$ cat src/rtl/dspl_pkg.sv
// Shared definitions for the multiplexed seven-segment scanner: digit count,
// active-low segment type and the hex-to-segment table (bit 6 = a ... bit 0 = g).
package dspl_pkg;

    localparam int DIGIT_NUM = 32'd8;

    typedef logic [6:0] seg7_t;

    localparam seg7_t SEG_BLANK = 7'h7F;
    localparam logic [7:0] AN_BLANK = 8'hFF;

    localparam seg7_t SEG_TABLE [16] = '{
        7'b0000001, 7'b1001111, 7'b0010010, 7'b0000110,
        7'b1001100, 7'b0100100, 7'b0100000, 7'b0001111,
        7'b0000000, 7'b0000100, 7'b0001000, 7'b1100000,
        7'b0110001, 7'b1000010, 7'b0110000, 7'b0111000
    };

    function automatic seg7_t hex_to_seg(input logic [3:0] nib);
        return SEG_TABLE[nib];
    endfunction

endpackage

$ cat src/rtl/dspl_scan_if.sv
// Load bus and display pins of the scanner; master = host side, slave = scanner.
interface dspl_scan_if;
    import dspl_pkg::*;

    logic                 load_i;
    logic [31:0]          value_i;
    logic [DIGIT_NUM-1:0] dp_i;
    logic [DIGIT_NUM-1:0] enable_i;
    logic                 frame_o;
    logic                 dspl_a;
    logic                 dspl_b;
    logic                 dspl_c;
    logic                 dspl_d;
    logic                 dspl_e;
    logic                 dspl_f;
    logic                 dspl_g;
    logic                 dspl_p;
    logic [DIGIT_NUM-1:0] dspl_an;

    modport master (
        output load_i, value_i, dp_i, enable_i,
        input  frame_o, dspl_a, dspl_b, dspl_c, dspl_d, dspl_e, dspl_f, dspl_g,
               dspl_p, dspl_an
    );

    modport slave (
        input  load_i, value_i, dp_i, enable_i,
        output frame_o, dspl_a, dspl_b, dspl_c, dspl_d, dspl_e, dspl_f, dspl_g,
               dspl_p, dspl_an
    );

endinterface

$ cat src/rtl/seg7_decode.sv
// Combinational hex nibble to active-low seven-segment decoder.
module seg7_decode
    import dspl_pkg::*;
(
    input  logic [3:0] nibble,
    output seg7_t      seg
);

    assign seg = hex_to_seg(nibble);

endmodule

$ cat src/rtl/dspl_scan.sv
// Eight-digit seven-segment scanner with frame-synchronous double-buffered load.
// Optional macro DSPL_DP_EN enables decimal-point storage and drive.
module dspl_scan
    import dspl_pkg::seg7_t, dspl_pkg::SEG_BLANK;
#(
    parameter int HALF_MS_COUNT = 32'd50000,
    parameter int DIGIT_NUM     = 32'd8
) (
    input  logic        clk_i,
    input  logic        rst_i,
    dspl_scan_if.slave  bus
);

    localparam int PW = (HALF_MS_COUNT > 32'd1) ? $clog2(HALF_MS_COUNT) : 32'd1;
    localparam int IW = $clog2(DIGIT_NUM);
    localparam logic [PW-1:0] PRESC_LAST = PW'(HALF_MS_COUNT - 32'd1);
    localparam logic [IW-1:0] IDX_LAST   = IW'(DIGIT_NUM - 32'd1);
    localparam logic [DIGIT_NUM-1:0] AN_OFF = {DIGIT_NUM{1'b1}};

    logic [PW-1:0]          presc_r;
    logic [IW-1:0]          idx_r;
    logic                   tick_s;
    logic                   boundary_s;

    logic [4*DIGIT_NUM-1:0] pend_val_r;
    logic [4*DIGIT_NUM-1:0] act_val_r;
    logic [DIGIT_NUM-1:0]   pend_en_r;
    logic [DIGIT_NUM-1:0]   act_en_r;
    logic                   pend_flag_r;

    logic [3:0]             nibble_s;
    seg7_t                  seg_s;
    logic                   dp_on_s;
    logic                   lit_s;

    logic [DIGIT_NUM-1:0]   an_nxt_s;
    seg7_t                  seg_nxt_s;
    logic                   p_nxt_s;

    logic [DIGIT_NUM-1:0]   an_r;
    seg7_t                  seg_r;
    logic                   p_r;
    logic                   frame_r;

    assign tick_s     = (presc_r == PRESC_LAST);
    assign boundary_s = tick_s && (idx_r == IDX_LAST);

    // Dwell prescaler and digit index; the index moves on every tick
    always_ff @(posedge clk_i or negedge rst_i) begin
        if (!rst_i) begin
            presc_r <= '0;
            idx_r   <= '0;
        end else if (tick_s) begin
            presc_r <= '0;
            idx_r   <= idx_r + IW'(1'b1);
        end else begin
            presc_r <= presc_r + PW'(1'b1);
        end
    end

    // Pending/active hand-off: active only changes on the frame boundary so a frame never tears
    always_ff @(posedge clk_i or negedge rst_i) begin
        if (!rst_i) begin
            pend_val_r  <= '0;
            pend_en_r   <= '0;
            act_val_r   <= '0;
            act_en_r    <= '0;
            pend_flag_r <= 1'b0;
        end else if (boundary_s) begin
            if (bus.load_i) begin
                act_val_r <= bus.value_i;
                act_en_r  <= bus.enable_i;
            end else if (pend_flag_r) begin
                act_val_r <= pend_val_r;
                act_en_r  <= pend_en_r;
            end
            pend_flag_r <= 1'b0;
        end else if (bus.load_i) begin
            pend_val_r  <= bus.value_i;
            pend_en_r   <= bus.enable_i;
            pend_flag_r <= 1'b1;
        end
    end

`ifdef DSPL_DP_EN
    logic [DIGIT_NUM-1:0] pend_dp_r;
    logic [DIGIT_NUM-1:0] act_dp_r;

    // Decimal-point bits follow the same pending/active hand-off as the digit data
    always_ff @(posedge clk_i or negedge rst_i) begin
        if (!rst_i) begin
            pend_dp_r <= '0;
            act_dp_r  <= '0;
        end else if (boundary_s) begin
            if (bus.load_i) begin
                act_dp_r <= bus.dp_i;
            end else if (pend_flag_r) begin
                act_dp_r <= pend_dp_r;
            end
        end else if (bus.load_i) begin
            pend_dp_r <= bus.dp_i;
        end
    end

    assign dp_on_s = act_dp_r[idx_r];
`else
    logic unused_dp_s;
    assign unused_dp_s = ^bus.dp_i;
    assign dp_on_s     = 1'b0;
`endif

    assign nibble_s = act_val_r[{idx_r, 2'b00} +: 4];

    seg7_decode u_seg7_decode (
        .nibble (nibble_s),
        .seg    (seg_s)
    );

    // Next display state: the edge that carries a tick loads the blank guard pattern
    always_comb begin
        lit_s     = 1'b0;
        an_nxt_s  = AN_OFF;
        seg_nxt_s = SEG_BLANK;
        p_nxt_s   = 1'b1;
        if (!tick_s && act_en_r[idx_r]) begin
            lit_s     = 1'b1;
            an_nxt_s  = ~(DIGIT_NUM'(1'b1) << idx_r);
            seg_nxt_s = seg_s;
            p_nxt_s   = ~dp_on_s;
        end else begin
            lit_s     = 1'b0;
            an_nxt_s  = AN_OFF;
            seg_nxt_s = SEG_BLANK;
            p_nxt_s   = 1'b1;
        end
    end

    // Registered pin drivers and the frame-start pulse
    always_ff @(posedge clk_i or negedge rst_i) begin
        if (!rst_i) begin
            an_r    <= AN_OFF;
            seg_r   <= SEG_BLANK;
            p_r     <= 1'b1;
            frame_r <= 1'b0;
        end else begin
            an_r    <= an_nxt_s;
            seg_r   <= seg_nxt_s;
            p_r     <= p_nxt_s;
            frame_r <= boundary_s;
        end
    end

    assign bus.dspl_an = an_r;
    assign {bus.dspl_a, bus.dspl_b, bus.dspl_c, bus.dspl_d,
            bus.dspl_e, bus.dspl_f, bus.dspl_g} = seg_r;
    assign bus.dspl_p  = p_r;
    assign bus.frame_o = frame_r;

endmodule

$ cat src/flat_wrapper.sv
// flat-port wrapper written by rule: the top's interface ports become plain ports
module dspl_scan_flat import dspl_pkg::seg7_t, dspl_pkg::SEG_BLANK;
#(
    parameter int HALF_MS_COUNT = 32'd50000,
    parameter int DIGIT_NUM     = 32'd8
)
  (clk_i, rst_i, bus_load_i, bus_value_i, bus_dp_i, bus_enable_i, bus_frame_o, bus_dspl_a, bus_dspl_b, bus_dspl_c, bus_dspl_d, bus_dspl_e, bus_dspl_f, bus_dspl_g, bus_dspl_p, bus_dspl_an);
  dspl_scan_if bus_i ();
  input  logic clk_i;
  input  logic rst_i;
  input wire logic [$bits(bus_i.load_i)-1:0] bus_load_i;
  input wire logic [$bits(bus_i.value_i)-1:0] bus_value_i;
  input wire logic [$bits(bus_i.dp_i)-1:0] bus_dp_i;
  input wire logic [$bits(bus_i.enable_i)-1:0] bus_enable_i;
  output wire logic [$bits(bus_i.frame_o)-1:0] bus_frame_o;
  output wire logic [$bits(bus_i.dspl_a)-1:0] bus_dspl_a;
  output wire logic [$bits(bus_i.dspl_b)-1:0] bus_dspl_b;
  output wire logic [$bits(bus_i.dspl_c)-1:0] bus_dspl_c;
  output wire logic [$bits(bus_i.dspl_d)-1:0] bus_dspl_d;
  output wire logic [$bits(bus_i.dspl_e)-1:0] bus_dspl_e;
  output wire logic [$bits(bus_i.dspl_f)-1:0] bus_dspl_f;
  output wire logic [$bits(bus_i.dspl_g)-1:0] bus_dspl_g;
  output wire logic [$bits(bus_i.dspl_p)-1:0] bus_dspl_p;
  output wire logic [$bits(bus_i.dspl_an)-1:0] bus_dspl_an;
  assign bus_i.load_i = bus_load_i;
  assign bus_i.value_i = bus_value_i;
  assign bus_i.dp_i = bus_dp_i;
  assign bus_i.enable_i = bus_enable_i;
  assign bus_frame_o = bus_i.frame_o;
  assign bus_dspl_a = bus_i.dspl_a;
  assign bus_dspl_b = bus_i.dspl_b;
  assign bus_dspl_c = bus_i.dspl_c;
  assign bus_dspl_d = bus_i.dspl_d;
  assign bus_dspl_e = bus_i.dspl_e;
  assign bus_dspl_f = bus_i.dspl_f;
  assign bus_dspl_g = bus_i.dspl_g;
  assign bus_dspl_p = bus_i.dspl_p;
  assign bus_dspl_an = bus_i.dspl_an;
  dspl_scan #(.HALF_MS_COUNT(HALF_MS_COUNT), .DIGIT_NUM(DIGIT_NUM)) u_core (.clk_i(clk_i), .rst_i(rst_i), .bus(bus_i));
endmodule
$ cat config.mk
export PLATFORM = sky130hd
export DESIGN_NAME = dspl_scan_flat
export DESIGN_NICKNAME = d
export VERILOG_FILES = /design/src/rtl/dspl_pkg.sv /design/src/rtl/dspl_scan_if.sv /design/src/rtl/seg7_decode.sv /design/src/rtl/dspl_scan.sv /design/src/flat_wrapper.sv
export SDC_FILE = /design/constraint.sdc
export NUM_CORES = 1
export LEC_CHECK = 0
export CAP_MARGIN = 20
export CORE_UTILIZATION = 50
export CTS_CLUSTER_SIZE = 8
export DETAILED_ROUTE_END_ITERATION = 16
export GPL_ROUTABILITY_DRIVEN = 0
export PLACE_DENSITY = 0.78
export SLEW_MARGIN = 10
export SYNTH_ARGS = -nofsm -noshare
export SYNTH_HDL_FRONTEND = slang
export SYNTH_SLANG_ARGS = --single-unit
$ cat constraint.sdc
create_clock -name clk_i -period 2.5 [get_ports clk_i]
set_input_delay 0.375 -clock clk_i [delete_from_list [all_inputs] [get_ports clk_i]]
set_output_delay 0.375 -clock clk_i [all_outputs]
set_load 0.05 [all_outputs]
==> flow_metrics.env <==
export IMPL_synth_cells=387
export IMPL_rsz0062_at_grt="false"
export IMPL_synth_edff_count=0
export IMPL_synth_common_cells="dfrtp_1, mux2_4, mux2_1, mux2_2, nor2_1"
export IMPL_dr_pass1_iters=4
export IMPL_vias=3306
export IMPL_min_period_ns=2.28
export IMPL_cts_setup_buffers=0
export IMPL_port_buffers=58
export IMPL_drv_slew=0
export IMPL_place_area_mm2=0.00644
export IMPL_clock_path_buffers=2
export IMPL_grt_pass1_vias=3714
export IMPL_nNetsFinal=524
export IMPL_initial_utilization_pct=51.8
export IMPL_diodes=0
export IMPL_setup_viol=0
export IMPL_grt_ovfl_total=0
export IMPL_grt_pass1_wl_um=18600
export IMPL_clk_insertion_delay_late_ns=0.41
export IMPL_cts_hold_buf=1
export IMPL_netlist_cell_type_count=43
export IMPL_fp_dieH_um=109
export IMPL_syn2layout_area_growth_pct=23.5
export IMPL_seq_area_frac_synth_pct=51.3
export IMPL_drt_wl_total_um=10600
export IMPL_synth_seq_cells=116
export IMPL_place_ws_ns=0.226
export IMPL_dpl_hpwl_um=7260
export IMPL_fin_crit_sh_pct=91.2
export IMPL_p_leak_nw=3.23
export IMPL_post_route_cell_area_mm2=0.00703
export IMPL_power_w=0.00457
export IMPL_clkSlewWorstSetupHoldPaths_ns=0.05
export IMPL_row_count=38
export IMPL_cp_start_kind="flip-flop"
export IMPL_setup_tns_ns=0
export IMPL_ir_worst_vdd_uv=564
export IMPL_cts_buffers=17
export IMPL_grt_max_degree=44
export IMPL_fmax_mhz=439
export IMPL_endpoint_kind="flip-flop"
export IMPL_track_usage_pct=21.4
export IMPL_via_per_inst=5.39
export IMPL_critPathSlowestCell="dfrtp_1"
export IMPL_min_path_type="primary input to asynchronous set/reset pin"
export IMPL_yosysMostFrequentCell="dfrtp_1"
export IMPL_async_flop_share_pct=100
export IMPL_final_layout_size_suffix_gt1_share_pct=34.9
export IMPL_syn_area_mm2=0.00569
export IMPL_synth_top_area_share_pct=44.4
export IMPL_antenna_found_initial=0
export IMPL_cp_max_fo=16
export IMPL_relSlewSlack_pct=54.5
export IMPL_dieWidth_um=109
export IMPL_setup_slack_ns=0.220
export IMPL_pin_count=68
export IMPL_first_iter_violations=136
export IMPL_fp_dieArea_mm2=0.0118
export IMPL_critPathArrivalTime_ns=2.56
export IMPL_ys_flop_type="dfrtp_1"
export IMPL_synth_area_per_cell_um2=14.7
export IMPL_slowest_delay_ns=0.40
export IMPL_critical_path_cell_chain="ha_1, and3_1, and4_1, and2_4, nand2b_4, buf_12, mux2_1"
export IMPL_wl_per_cell_um=17.3
export IMPL_postRouteAntennaNets=0
export IMPL_yosysTopAreaCell="dfrtp_1"
export IMPL_cts_sinks=116
export IMPL_p_per_area_mw_per_mm2=651
export IMPL_r2r_cells=7
export IMPL_drcViolationCount=0
export IMPL_yosysWarnings=0
export IMPL_clock_root_buffer="clkbuf_16"
export IMPL_syn_nets=451
export IMPL_status="complete, no violations"
export IMPL_cts_htree_levels=4
export IMPL_max_slew_worst_pin_slew_ns=0.680
export IMPL_fin_skew_ns=0.00818
export IMPL_coreArea_mm2=0.0110
export IMPL_worstSetupPathType="flip-flop to flip-flop"
export IMPL_max_cap_viol_count=0
export IMPL_fin_util_pct=64.0
export IMPL_cts_resized=0
export IMPL_cts_tree="done"
export IMPL_finalHoldViolations=0
export IMPL_worstPathRequired_ns=2.78
export IMPL_synth_area_leaders="dfrtp_1, mux2_4, mux2_1"
## worst max-delay path, delay by kind of cell (launching register included)
| kind | cells | cell delay (ns) |
|---|---|---|
| buf+inv | 1 | 0.19 |
| flops | 1 | 0.40 |
| mux | 1 | 0.34 |
| simple gates | 4 | 1.00 |
| fa+ha+maj | 1 | 0.23 |
## metrics by stage
stage,instances,hold slack [ns]
floorplan,387,0.0794
global placement,580,0.368
detailed placement,580,0.374
CTS,613,0.483
global route,613,0.501
finish,613,0.477
## state kept, by name (all words and copies together), names as in the netlist
name                flops
u_core.pend_en_r        8
u_core.idx_r            3
u_core.pend_flag_r      1
u_core.seg_r            7
u_core.bus.frame_o      1
u_core.act_val_r       32
u_core.bus.dspl_an      8
u_core.pend_val_r      32
u_core.presc_r         16
u_core.act_en_r         8
## routing by layer
metal  GRT usage [%]  share of wire, %
met5               0                 0
met4            8.40               2.1
met3            6.81               3.8
met2            35.2                49
met1            26.2                45
## where the power goes
part / leakage [nW] / total [W] / switching (W) / internal [W]
logic: 1.48 / 0.000297 / 0.000126 / 0.000172
clock network: 0.288 / 0.00230 / 0.000810 / 0.00149
registers: 1.46 / 0.00198 / 0.0000321 / 0.00195
## layout by cell type, fill, tap and decap left out, types with 4 or more instances in the layout
| cell | n |
|---|---|
| dfrtp_1 | 101 |
| clkdlybuf4s50_1 | 56 |
| mux2_4 | 42 |
| mux2_1 | 41 |
| mux2_2 | 41 |
| clkbuf_16 | 17 |
| nor2_1 | 16 |
| nand2_1 | 15 |
| dfstp_2 | 15 |
| ha_1 | 13 |
| nand3_1 | 12 |
| buf_4 | 11 |
| xor2_1 | 10 |
| mux4_2 | 9 |
| clkinv_2 | 6 |
| buf_12 | 6 |
| xnor2_1 | 5 |
| clkbuf_8 | 5 |
| inv_1 | 4 |
| mux2i_1 | 4 |
## area by class of cell
| cell class | count | area, µm² |
|---|---|---|
| tap | 140 | 175 |
| clock buffer | 23 | 498 |
| inverter | 7 | 26.3 |
| timing repair buffer | 75 | 778 |
| sequential | 116 | 2920 |
| fill | 781 | 3960 |
| clock inverter | 9 | 76.3 |
| multi-input combinational | 243 | 2550 |
## logic make-up after synthesis
group	synth area share (%)
AOI/OAI and AO/OA	1.78
xor gates and xnor gates	2.31
adders and majority gates	2.86
buffers and inverters	3.98
DFF	51.3
muxes	32.0
other	0.0659
and+or+nand+nor	5.63
## worst paths after layout
kind                                       from  slack, ns                     to
hold reg to reg            u_core.pend_val_r[4]       0.48   u_core.pend_val_r[4]
hold / removal                            rst_i       0.48  u_core.pend_val_r[22]
max in group asynchronous                 rst_i       1.31  u_core.bus.dspl_an[1]
setup reg to reg              u_core.presc_r[0]       0.22  u_core.pend_val_r[15]
min in group clk_i         u_core.pend_val_r[4]       0.48   u_core.pend_val_r[4]
setup / recovery              u_core.presc_r[0]       0.22  u_core.pend_val_r[15]
No activity file was read; power rests on OpenSTA's default activity.
